## src/rtl/serial_add_ctrl_if.sv

```systemverilog
// Handshake and data bundle for the bit-serial adder sequencer.
// The requester side (master) drives start/A/B/Cin and receives the result.
// The adder side (slave) owns busy/done/Sum/Cout.
// Optional feature macro: SERIAL_ADD_OVF_EN adds the signed-overflow flag V.
interface serial_add_ctrl_if #(
  parameter int N = 8
);
  logic         start;
  logic [N-1:0] A;
  logic [N-1:0] B;
  logic         Cin;
  logic         busy;
  logic         done;
  logic [N-1:0] Sum;
  logic         Cout;
`ifdef SERIAL_ADD_OVF_EN
  logic         V;

  modport master (output start, A, B, Cin, input busy, done, Sum, Cout, V);
  modport slave  (input start, A, B, Cin, output busy, done, Sum, Cout, V);
`else
  modport master (output start, A, B, Cin, input busy, done, Sum, Cout);
  modport slave  (input start, A, B, Cin, output busy, done, Sum, Cout);
`endif
endinterface

```

## src/rtl/serial_add_ctrl.sv

```systemverilog
// Bit-serial adder sequencer: one full-adder cell reused N times, LSB first.
// Operands are captured on an accepted start, one bit is processed per clock,
// and Sum/Cout are loaded together on the last bit, followed by a one-cycle
// done pulse. A start presented in the done cycle begins the next add at once.
// Optional feature macro: SERIAL_ADD_OVF_EN adds V, the two's-complement
// overflow flag (carry into MSB xor carry out of MSB), held with Sum.
module serial_add_ctrl #(
  parameter int N = 8
) (
  input  logic              clk,
  input  logic              reset,
  serial_add_ctrl_if.slave  bus
);

  localparam int CW = $clog2(N);

  typedef enum logic [1:0] {
    S_IDLE = 2'd0,
    S_RUN  = 2'd1,
    S_DONE = 2'd2
  } state_t;

  // One-bit full adder, split into its sum and carry halves.
  function automatic logic fa_sum(input logic a, input logic b, input logic c);
    return a ^ b ^ c;
  endfunction

  function automatic logic fa_carry(input logic a, input logic b, input logic c);
    return (a & b) | (c & (a ^ b));
  endfunction

  state_t         state_q, state_d;
  logic [N-1:0]   a_q, a_d;
  logic [N-1:0]   b_q, b_d;
  logic [N-2:0]   res_q, res_d;
  logic [N-1:0]   sum_q, sum_d;
  logic           c_q, c_d;
  logic           cout_q, cout_d;
  logic           busy_q, busy_d;
  logic           done_q, done_d;
  logic [CW-1:0]  cnt_q, cnt_d;
`ifdef SERIAL_ADD_OVF_EN
  logic           v_q, v_d;
`endif

  logic           bit_sum_s;
  logic           bit_carry_s;
  logic           last_bit_s;
  logic [N-1:0]   shifted_s;

  assign bit_sum_s   = fa_sum(a_q[0], b_q[0], c_q);
  assign bit_carry_s = fa_carry(a_q[0], b_q[0], c_q);
  assign last_bit_s  = (cnt_q == CW'(N - 1));
  // New bit enters at the top; the low bits of this word are the finished result
  // on the last step, so the result register only needs to keep N-1 bits.
  assign shifted_s   = {bit_sum_s, res_q};

  // Next-state, datapath and output-flag decode for the sequencer.
  always_comb begin
    state_d = state_q;
    a_d     = a_q;
    b_d     = b_q;
    res_d   = res_q;
    sum_d   = sum_q;
    c_d     = c_q;
    cout_d  = cout_q;
    cnt_d   = cnt_q;
    busy_d  = 1'b0;
    done_d  = 1'b0;
`ifdef SERIAL_ADD_OVF_EN
    v_d     = v_q;
`endif
    case (state_q)
      S_IDLE, S_DONE: begin
        if (bus.start) begin
          a_d     = bus.A;
          b_d     = bus.B;
          c_d     = bus.Cin;
          res_d   = '0;
          cnt_d   = '0;
          busy_d  = 1'b1;
          state_d = S_RUN;
        end else begin
          state_d = S_IDLE;
        end
      end
      S_RUN: begin
        a_d   = {1'b0, a_q[N-1:1]};
        b_d   = {1'b0, b_q[N-1:1]};
        c_d   = bit_carry_s;
        res_d = shifted_s[N-1:1];
        if (last_bit_s) begin
          sum_d   = shifted_s;
          cout_d  = bit_carry_s;
`ifdef SERIAL_ADD_OVF_EN
          // c_q is the carry into the MSB on this step.
          v_d     = c_q ^ bit_carry_s;
`endif
          cnt_d   = '0;
          done_d  = 1'b1;
          state_d = S_DONE;
        end else begin
          cnt_d   = cnt_q + CW'(1);
          busy_d  = 1'b1;
          state_d = S_RUN;
        end
      end
      default: begin
        state_d = S_IDLE;
      end
    endcase
  end

  // State and datapath registers; reset discards any add in progress.
  always_ff @(posedge clk) begin
    if (reset) begin
      state_q <= S_IDLE;
      a_q     <= '0;
      b_q     <= '0;
      res_q   <= '0;
      sum_q   <= '0;
      c_q     <= 1'b0;
      cout_q  <= 1'b0;
      cnt_q   <= '0;
      busy_q  <= 1'b0;
      done_q  <= 1'b0;
`ifdef SERIAL_ADD_OVF_EN
      v_q     <= 1'b0;
`endif
    end else begin
      state_q <= state_d;
      a_q     <= a_d;
      b_q     <= b_d;
      res_q   <= res_d;
      sum_q   <= sum_d;
      c_q     <= c_d;
      cout_q  <= cout_d;
      cnt_q   <= cnt_d;
      busy_q  <= busy_d;
      done_q  <= done_d;
`ifdef SERIAL_ADD_OVF_EN
      v_q     <= v_d;
`endif
    end
  end

  assign bus.busy = busy_q;
  assign bus.done = done_q;
  assign bus.Sum  = sum_q;
  assign bus.Cout = cout_q;
`ifdef SERIAL_ADD_OVF_EN
  assign bus.V    = v_q;
`endif

endmodule

```

## src/flat_wrapper.sv

```systemverilog
// flat-port wrapper written by rule: the top's interface ports become plain ports
module serial_add_ctrl_flat 
#(
  parameter int N = 8
)
  (clk, reset, bus_start, bus_A, bus_B, bus_Cin, bus_busy, bus_done, bus_Sum, bus_Cout);
  serial_add_ctrl_if #(.N(N)) bus_i ();
  input  logic clk;
  input  logic reset;
  input wire logic [$bits(bus_i.start)-1:0] bus_start;
  input wire logic [$bits(bus_i.A)-1:0] bus_A;
  input wire logic [$bits(bus_i.B)-1:0] bus_B;
  input wire logic [$bits(bus_i.Cin)-1:0] bus_Cin;
  output wire logic [$bits(bus_i.busy)-1:0] bus_busy;
  output wire logic [$bits(bus_i.done)-1:0] bus_done;
  output wire logic [$bits(bus_i.Sum)-1:0] bus_Sum;
  output wire logic [$bits(bus_i.Cout)-1:0] bus_Cout;
  assign bus_i.start = bus_start;
  assign bus_i.A = bus_A;
  assign bus_i.B = bus_B;
  assign bus_i.Cin = bus_Cin;
  assign bus_busy = bus_i.busy;
  assign bus_done = bus_i.done;
  assign bus_Sum = bus_i.Sum;
  assign bus_Cout = bus_i.Cout;
  serial_add_ctrl #(.N(N)) u_core (.clk(clk), .reset(reset), .bus(bus_i));
endmodule
```

## config.mk

```make
export PLATFORM = sky130hd
export DESIGN_NAME = serial_add_ctrl_flat
export DESIGN_NICKNAME = d
export VERILOG_FILES = /design/src/rtl/serial_add_ctrl_if.sv /design/src/rtl/serial_add_ctrl.sv /design/src/flat_wrapper.sv
export SDC_FILE = /design/constraint.sdc
export NUM_CORES = 1
export LEC_CHECK = 0
export BUFFER_PORTS_ARGS = -buffer_cell sky130_fd_sc_hd__clkbuf_2
export CAP_MARGIN = 20
export CORE_ASPECT_RATIO = 0.75
export CORE_MARGIN = 2
export CORE_UTILIZATION = 55
export CTS_CLUSTER_DIAMETER = 100
export DETAILED_ROUTE_END_ITERATION = 6
export PLACE_DENSITY = 0.91
export SYNTH_ARGS = -nofsm -noshare
export SYNTH_HDL_FRONTEND = slang
export SYNTH_SLANG_ARGS = --single-unit
export TNS_END_PERCENT = 50
```

## constraint.sdc

```tcl
create_clock -name clk -period 2.4 [get_ports clk]
set_input_delay 0.6 -clock clk [delete_from_list [all_inputs] [get_ports clk]]
set_output_delay 0.6 -clock clk [all_outputs]
set_load 0.03 [all_outputs]
```

==> summary.md, run 1 <==
| Metric | Value |
|---|---|
| Register area share after synthesis | `47.1%` |
| Buf/Inv on CP | `0` |
| Crit Path Class | `register to register` |
| Final setup margin | `0.630 ns` |
| DP Wirelength | `2.08 mm` |
| CTS tree | `done` |
| Syn Area/Cell | `8.64 um^2` |
| WL/cell | `12.7 um` |
| Post-DP Area | `1760 um^2` |
| Register clock-pin slew on the reported worst setup and hold paths | `0.07 ns` |
| Commonest non-fill, non-tap cells in the layout | `nand2_1 (42), dfxtp_1 (39), clkbuf_2 (30), nand3_1 (20), a21oi_1 (20)` |
| Max VDD drop | `0.000477 V` |
| Post CTS Setup Buffer Count | `0` |
| CTS buffer count | `5` |
| Register Area | `781 um^2` |
| Die ar. | `3480 um^2` |
| Delay of the slowest critical-path stage | `0.43 ns` |
| Pre-CTS WS | `0.670 ns` |
| Worst setup SP type | `register` |
| Pin slew with the least headroom to its limit | `0.841 ns` |
| Gate Count Post-Synth | `192` |
| GRT Total Usage | `20.3%` |
| CP Cell Sequence | `ha_1 -> ha_1 -> nand3b_1 -> nand2_1 -> a21oi_1` |
| Required @ worst endpoint | `2.53 ns` |
| CP top delay family | `adder cells` |
| I/O Pins | `31` |
| Worst path arrival time | `1.90 ns` |
| DRC Markers | `0` |
| # hold bufs at CTS | `0` |
| CP Max Fanout | `13` |
| Detailed Routing Iterations Pass 1 | `4` |
| Clk_lat worst skew | `0.29 ns` |
| Most common cell after layout, fill and taps aside | `nand2_1` |
| Final setup viols | `0` |
| Minimum clock period | `1.77 ns` |
| Pin count of the biggest net entering global routing | `44` |
| Fin crit share | `73.7%` |
| Post-route ant nets | `0` |
| Status | `complete, no violations` |
| Hold Crit Class | `register to register` |
| P_leak | `0.000729 uW` |
| Top_reg_cell synth | `dfxtp_1` |
| PostCTS Resize Cnt | `0` |
| Final Cell Area | `1870 um^2` |
| Die Span X | `67.4 um` |
| DRT iter0 DRCs | `71` |
| N_diodes | `0` |
| Flop-to-flop setup slack | `0.63 ns` |
| Routed vias/inst | `5.47` |
| Die height | `51.6 um` |
| Routed vias | `1389` |
| CTS sink cnt | `39` |
| Synth Warn # | `0` |
| Netlist cell types | `21` |
| Grt ovf | `0` |
| Endpoints failing hold | `0` |
| H-Tree Depth | `2` |
| CP Capture Type | `register` |
| Worst path slowest cell | `ha_1` |
| Asr flop ratio synth | `0%` |
| Starting Density | `56.9%` |
| Power Density | `716 nW/um^2` |
| RSZ-0062 raised after global routing | `false` |
| Root Driver | `clkbuf_8` |
| Max-Cap Viols | `0` |
| Yosys reg bits | `39` |
| GPL Wtd Cong | `0.714` |
| Global-route wire length before repair | `5.23 mm` |
| P&R area growth vs syn | `12.6%` |
| Core ar. | `2910 um^2` |
| Worst slew margin | `44.0%` |
| EDFF count, synth | `0` |
| Setup TNS | `0 ns` |
| Slew Viols, Final | `0` |
| Layout cells sized above 1 | `25.9%` |
| Post-Syn Area | `1660 um^2` |
| DRT Wirelength | `3.22 mm` |
| Layout fillers | `260` |
| I/O Buffers | `30` |
| Vias in the first global route | `1205` |
| Multi-input logic area | `756 um^2` |
| Antenna violations before repair | `0` |
| Max clock buf depth | `2` |
| Worst Skew | `0.00908 ns` |
| FP Rows | `17` |
| Fin nets | `238` |
| Mapped Nets | `215` |
| Fmax | `565 MHz` |
| Most frequent CP cell | `ha_1` |
==> sequential cells by signal, summed over array words and instances, names as in the netlist <==
name             flops
u_core.bus.Cout      1
u_core.bus.Sum       8
u_core.b_q           8
u_core.res_q         7
u_core.a_q           8
u_core.cnt_q         3
u_core.c_q           1
u_core.bus.done      1
u_core.state_q       2
==> stage by stage <==
step | total power, uW | instances | hold WS, ns | util, %
final | 1340 | 254 | 0.457 | 64.1
after global routing | 1400 | 254 | 0.477 | 64.1
after CTS | 1350 | 254 | 0.459 | 64.1
after detailed placement | 869 | 246 | 0.449 | 60.5
after global placement | 865 | 246 | 0.443 | 60.5
after floorplan | 843 | 192 | 0.444 | -
==> report_power, final <==
part | internal [uW] | leakage, uW | switching, uW
Sequential | 679 | 0.000318 | 22.2
Combinational | 60.8 | 0.000361 | 94.9
Clock | 261 | 0.0000505 | 220
Total | 1000 | 0.000729 | 337
==> synth_stat cells, types with 2 or more instances <==
library cell | number | area [um^2]
a21oi_1 | 20 | 100
a311oi_1 | 8 | 70.1
a311oi_2 | 7 | 105
buf_2 | 5 | 25.0
buf_4 | 6 | 45.0
buf_6 | 2 | 22.5
clkbuf_1 | 4 | 15.0
dfxtp_1 | 39 | 781
ha_1 | 2 | 25.0
nand2_1 | 42 | 158
nand2_2 | 7 | 43.8
nand2b_1 | 2 | 12.5
nand3_1 | 20 | 100
nand3b_1 | 2 | 15.0
nor2_1 | 19 | 71.3
nor2b_1 | 2 | 12.5
==> cells by family (layout without fill, tap and decap cells) <==
family	Yosys count	count (layout)	synth area share [%]
and+or+nand+nor	95	95	25.4
AOI/OAI and AO/OA	37	37	17.4
DFF	39	39	47.1
buffers and inverters	18	42	7.39
adders and majority gates	3	3	2.71
==> worst paths after layout <==
path                                  start                              to  cells after the start
max            u_core.cnt_q[0]$_SDFFE_PP0P_    u_core.bus.Cout$_SDFFE_PP0P_                      5
min          u_core.bus.Sum[0]$_SDFFE_PP0P_  u_core.bus.Sum[0]$_SDFFE_PP0P_                      2
max reg2reg    u_core.cnt_q[0]$_SDFFE_PP0P_    u_core.bus.Cout$_SDFFE_PP0P_                      5
min reg2reg  u_core.bus.Sum[0]$_SDFFE_PP0P_  u_core.bus.Sum[0]$_SDFFE_PP0P_                      2
==> worst reg2reg max path, cell delays in order (launching register included) <==
cell      delay [ns]
dfxtp_1         0.36
ha_1            0.16
ha_1            0.43
nand3b_1        0.40
nand2_1         0.18
a21oi_1         0.08
==> final cells by class <==
class / count / area share, %
clock buffers: 7 / 5.16
flip-flops and latches: 39 / 41.8
multi-input cells: 135 / 40.5
well taps: 38 / 2.55
clock inverters: 1 / 0.402
repair buffers: 34 / 9.65
==> routing by layer <==
layer  vias to the layer above  global-route usage, %  part of all wire (%)
met5                         -                      0                     0
met4                         0                   9.86                   1.6
met3                         7                   4.76                   4.7
met2                        34                   31.2                    47
met1                       644                   26.8                    46
li1                        704                      -                     -
No activity file was read; power rests on OpenSTA's default activity.
==> run 2: changes to the inputs <==
- ABC_AREA: not set -> 1
- PLACE_DENSITY: 0.91 -> 0.9
- clock period: 2.4 -> 1.8 ns (I/O delays scaled with it)
==> run 2 against run 1 <==
Net effect:
- synthesized cell count up 32%
- combinational power up 78%
- sequential power up 33%
- global-route usage up 2.1 points
- die area up 9.0%
- via count up 23%
- first-iteration DRC count up 61%
- final area up 11%
- largest cell class is now multi-input gates
- highest routed layer unchanged
==> summary.md, run 2 <==
| Metric | Value |
|---|---|
| Status | `complete, no violations` |
| Max clock buf depth | `2 (unchanged)` |
| Busiest grt layer | `met2` |
| I/O Pins | `31 (unchanged)` |
| Endpoints failing hold | `0 (unchanged)` |
| Delay of the slowest critical-path stage | `0.56 ns (+0.13 ns)` |
| Worst Skew | `0.00891 ns (-0.000170 ns)` |
| Worst path arrival time | `1.14 ns (-0.76 ns)` |
| Final Core Density | `64.6% (+0.46 points)` |
| CTS tree | `done` |
| Worst slew margin | `67.7% (+24 points)` |
| P_leak | `0.00105 uW (+44%)` |
| # hold bufs at CTS | `0 (unchanged)` |
| H-Tree Depth | `2 (unchanged)` |
| DRT Wirelength | `3.72 mm (+16%)` |
| EDFF count, synth | `0 (unchanged)` |
| CP Cell Sequence | `clkbuf_2` |
| Fin crit share | `88.5%` |
| Setup TNS | `0 ns (unchanged)` |
| Most common cell in the netlist | `nand2_1` |
| Die Span X | `70.4 um (+4.5%)` |
| Grt ovf | `0 (unchanged)` |
| Vias in the first global route | `1532 (+27%)` |
| Syn Area/Cell | `7.17 um^2 (-17%)` |
| DP Wirelength | `2.39 mm (+15%)` |
| Commonest non-fill, non-tap cells in the layout | `nand2_1 (57), nand3_1 (50), dfxtp_1 (39), inv_1 (33), clkbuf_2 (30)` |
| Die ar. | `3790 um^2 (+9.0%)` |
| Post-route ant nets | `0 (unchanged)` |
| Worst setup SP type | `register` |
| Final setup viols | `0 (unchanged)` |
| Gate Count Post-Synth | `254 (+32%)` |
| Top cells by area, synth | `dfxtp_1 (43%), nand3_1 (14%), nand2_1 (12%), inv_1 (6.8%), nor3_1 (4.1%)` |
| Netlist cell types | `20 (-4.8%)` |
| Largest family of logic cells by synthesized area | `simple AND/OR/NAND/NOR gates` |
| Met3 usage | `5.62% (+0.86 points)` |
| CP Capture Type | `output port` |
| Synth top area share | `42.9% (-4.2 points)` |
| Routed vias/inst | `5.26 (-3.8%)` |
| RSZ-0062 raised after global routing | `false` |
| P&R area growth vs syn | `14.2%` |
| Die height | `53.8 um (+4.4%)` |
| PostCTS Resize Cnt | `0 (unchanged)` |
| Synth Area in XOR/XNOR | `0% (unchanged)` |
| DRC Markers | `0 (unchanged)` |
| GRT Total Usage | `22.4% (+2.1 points)` |
| Mapped Nets | `277 (+29%)` |
| Mux cell area share after synthesis | `0% (unchanged)` |
| N_diodes | `0 (unchanged)` |
| Post-Syn Area | `1820 um^2 (+9.7%)` |
| Min Hold Slack | `0.373 ns (-0.0838 ns)` |
| GPL Wtd Cong | `0.770 (+7.8%)` |
| Crit Path Class | `register to output port` |
| Slew Viols, Final | `0 (unchanged)` |
| Compound-Gate Fraction of Synth Area | `4.95% (-12 points)` |
| Global-route wire length before repair | `6.38 mm (+22%)` |
| WL/cell | `11.5 um (-9.3%)` |
| Starting Density | `56.5% (-0.41 points)` |
| Fin nets | `306 (+29%)` |
| Post-synthesis simple-gate area fraction | `35.8% (+10 points)` |
| CP Max Fanout | `9 (-4)` |
| Layout cells sized above 1 | `20.1% (-5.9 points)` |
| Fmax | `628 MHz` |
| Buf/Inv on CP | `1 (+1)` |
| Post CTS Setup Buffer Count | `0 (unchanged)` |
| Top_reg_cell synth | `dfxtp_1` |
| CTS buffer count | `5 (unchanged)` |
| Routed vias | `1705 (+23%)` |
| Yosys reg bits | `39 (unchanged)` |
| Asr flop ratio synth | `0% (unchanged)` |
| Met2 Track Usage GR | `41.4% (+10 points)` |
| Final Cell Area | `2080 um^2 (+11%)` |
| Detailed Routing Iterations Pass 1 | `4 (unchanged)` |
| Hold Crit Class | `input pin to register` |
| Clk_lat worst skew | `0.30 ns (about the same)` |
| Antenna violations before repair | `0 (unchanged)` |
| Register area share after synthesis | `42.9% (-4.2 points)` |
| Required @ worst endpoint | `1.35 ns (-1.18 ns)` |
| Root Driver | `clkbuf_8` |
| Met1 usage | `24.0% (-2.8 points)` |
| FP Rows | `18 (+1)` |
| Core ar. | `3220 um^2 (+11%)` |
| Top cells by count, synth | `nand2_1 (57), nand3_1 (50), dfxtp_1 (39), inv_1 (33), nor2_1 (16)` |
| Pin count of the biggest net entering global routing | `28 (-36%)` |
| Pin slew with the least headroom to its limit | `0.482 ns (-0.358 ns)` |
| CTS sink cnt | `39 (unchanged)` |
| Most common cell after layout, fill and taps aside | `nand2_1` |
| Minimum clock period | `1.59 ns` |
| Synth Warn # | `0 (unchanged)` |
| Adder-Cell Fraction of Synth Area | `2.47% (-0.24 points)` |
| Power Density | `949 nW/um^2 (+33%)` |
| I/O Buffers | `30 (unchanged)` |
| Register clock-pin slew on the reported worst setup and hold paths | `0.08 ns (about the same)` |
| Synth area leader | `dfxtp_1` |
| Max-Cap Viols | `0 (unchanged)` |
| Max VDD drop | `0.000555 V (+16%)` |
| DRT iter0 DRCs | `114 (+61%)` |
| CP top delay family | `flip-flops` |
| Post-DP Area | `1960 um^2 (+11%)` |
| Worst path slowest cell | `dfxtp_1` |
run 2: changes by cell type in the layout (fill, tap and decap cells not counted), moves of 7 or more:
cell | before | now
a311oi_1 | 8 | 0
nand3_1 | 20 | 50
a21oi_1 | 20 | 10
nor3_1 | 0 | 15
inv_1 | 0 | 33
nand2_1 | 42 | 57
a311oi_2 | 7 | 0
run 2: worst paths after layout:
path                                  startpoint                        endpoint  slack, ns  depth (start not counted)
setup reg to reg    u_core.state_q[0]$_SDFF_PP0_  u_core.bus.Sum[1]$_SDFFE_PP0P_       0.41                          6
setup / recovery    u_core.state_q[0]$_SDFF_PP0_                        bus_busy       0.21                          1
hold / removal                          bus_B[5]      u_core.b_q[5]$_SDFFE_PP0P_       0.37                          3
hold reg to reg   u_core.bus.Sum[6]$_SDFFE_PP0P_  u_core.bus.Sum[6]$_SDFFE_PP0P_       0.47                          2
run 2: layout make-up:
type                            instances  area [um^2]
Clock buffer                            6         82.6
Clock inverter                          2         35.0
Fill cell                             282         1140
Inverter                               37          141
Multi-Input combinational cell        163          787
Sequential cell                        39          781
Tap cell                               40         50.0
Timing Repair Buffer                   37          203
run 2: cells by family after synthesis:
| logic type | Yosys count |
|---|---|
| AND/OR/NAND/NOR | 145 |
| buffers and inverters | 52 |
| flip-flops | 39 |
| AO/OA/AOI/OAI | 15 |
| adder cells (fa/ha/maj) | 3 |
run 2: per-stage QoR:
step / power [uW] / instances / setup slack [ns]
finish: 1970 / 324 / 0.207
global route: 2070 / 324 / 0.173
CTS: 1980 / 324 / 0.197
detailed placement: 1230 / 316 / 0.429
global placement: 1220 / 316 / 0.435
floorplan: 1170 / 254 / 0.499
run 2: per-layer routing:
metal  share of wire [%]  routed length [um]  vias up
met5                   0                   0        -
met1                  44                1620      775
li1                    -                   -      859
met3                 6.2                 229        9
met2                  48                1780       62
met4                 2.3                  86        0
run 2: power by group:
part	internal [uW]	switching, uW	total (uW)
logic	107	171	277
registers	909	23.9	933
clock network	448	315	763
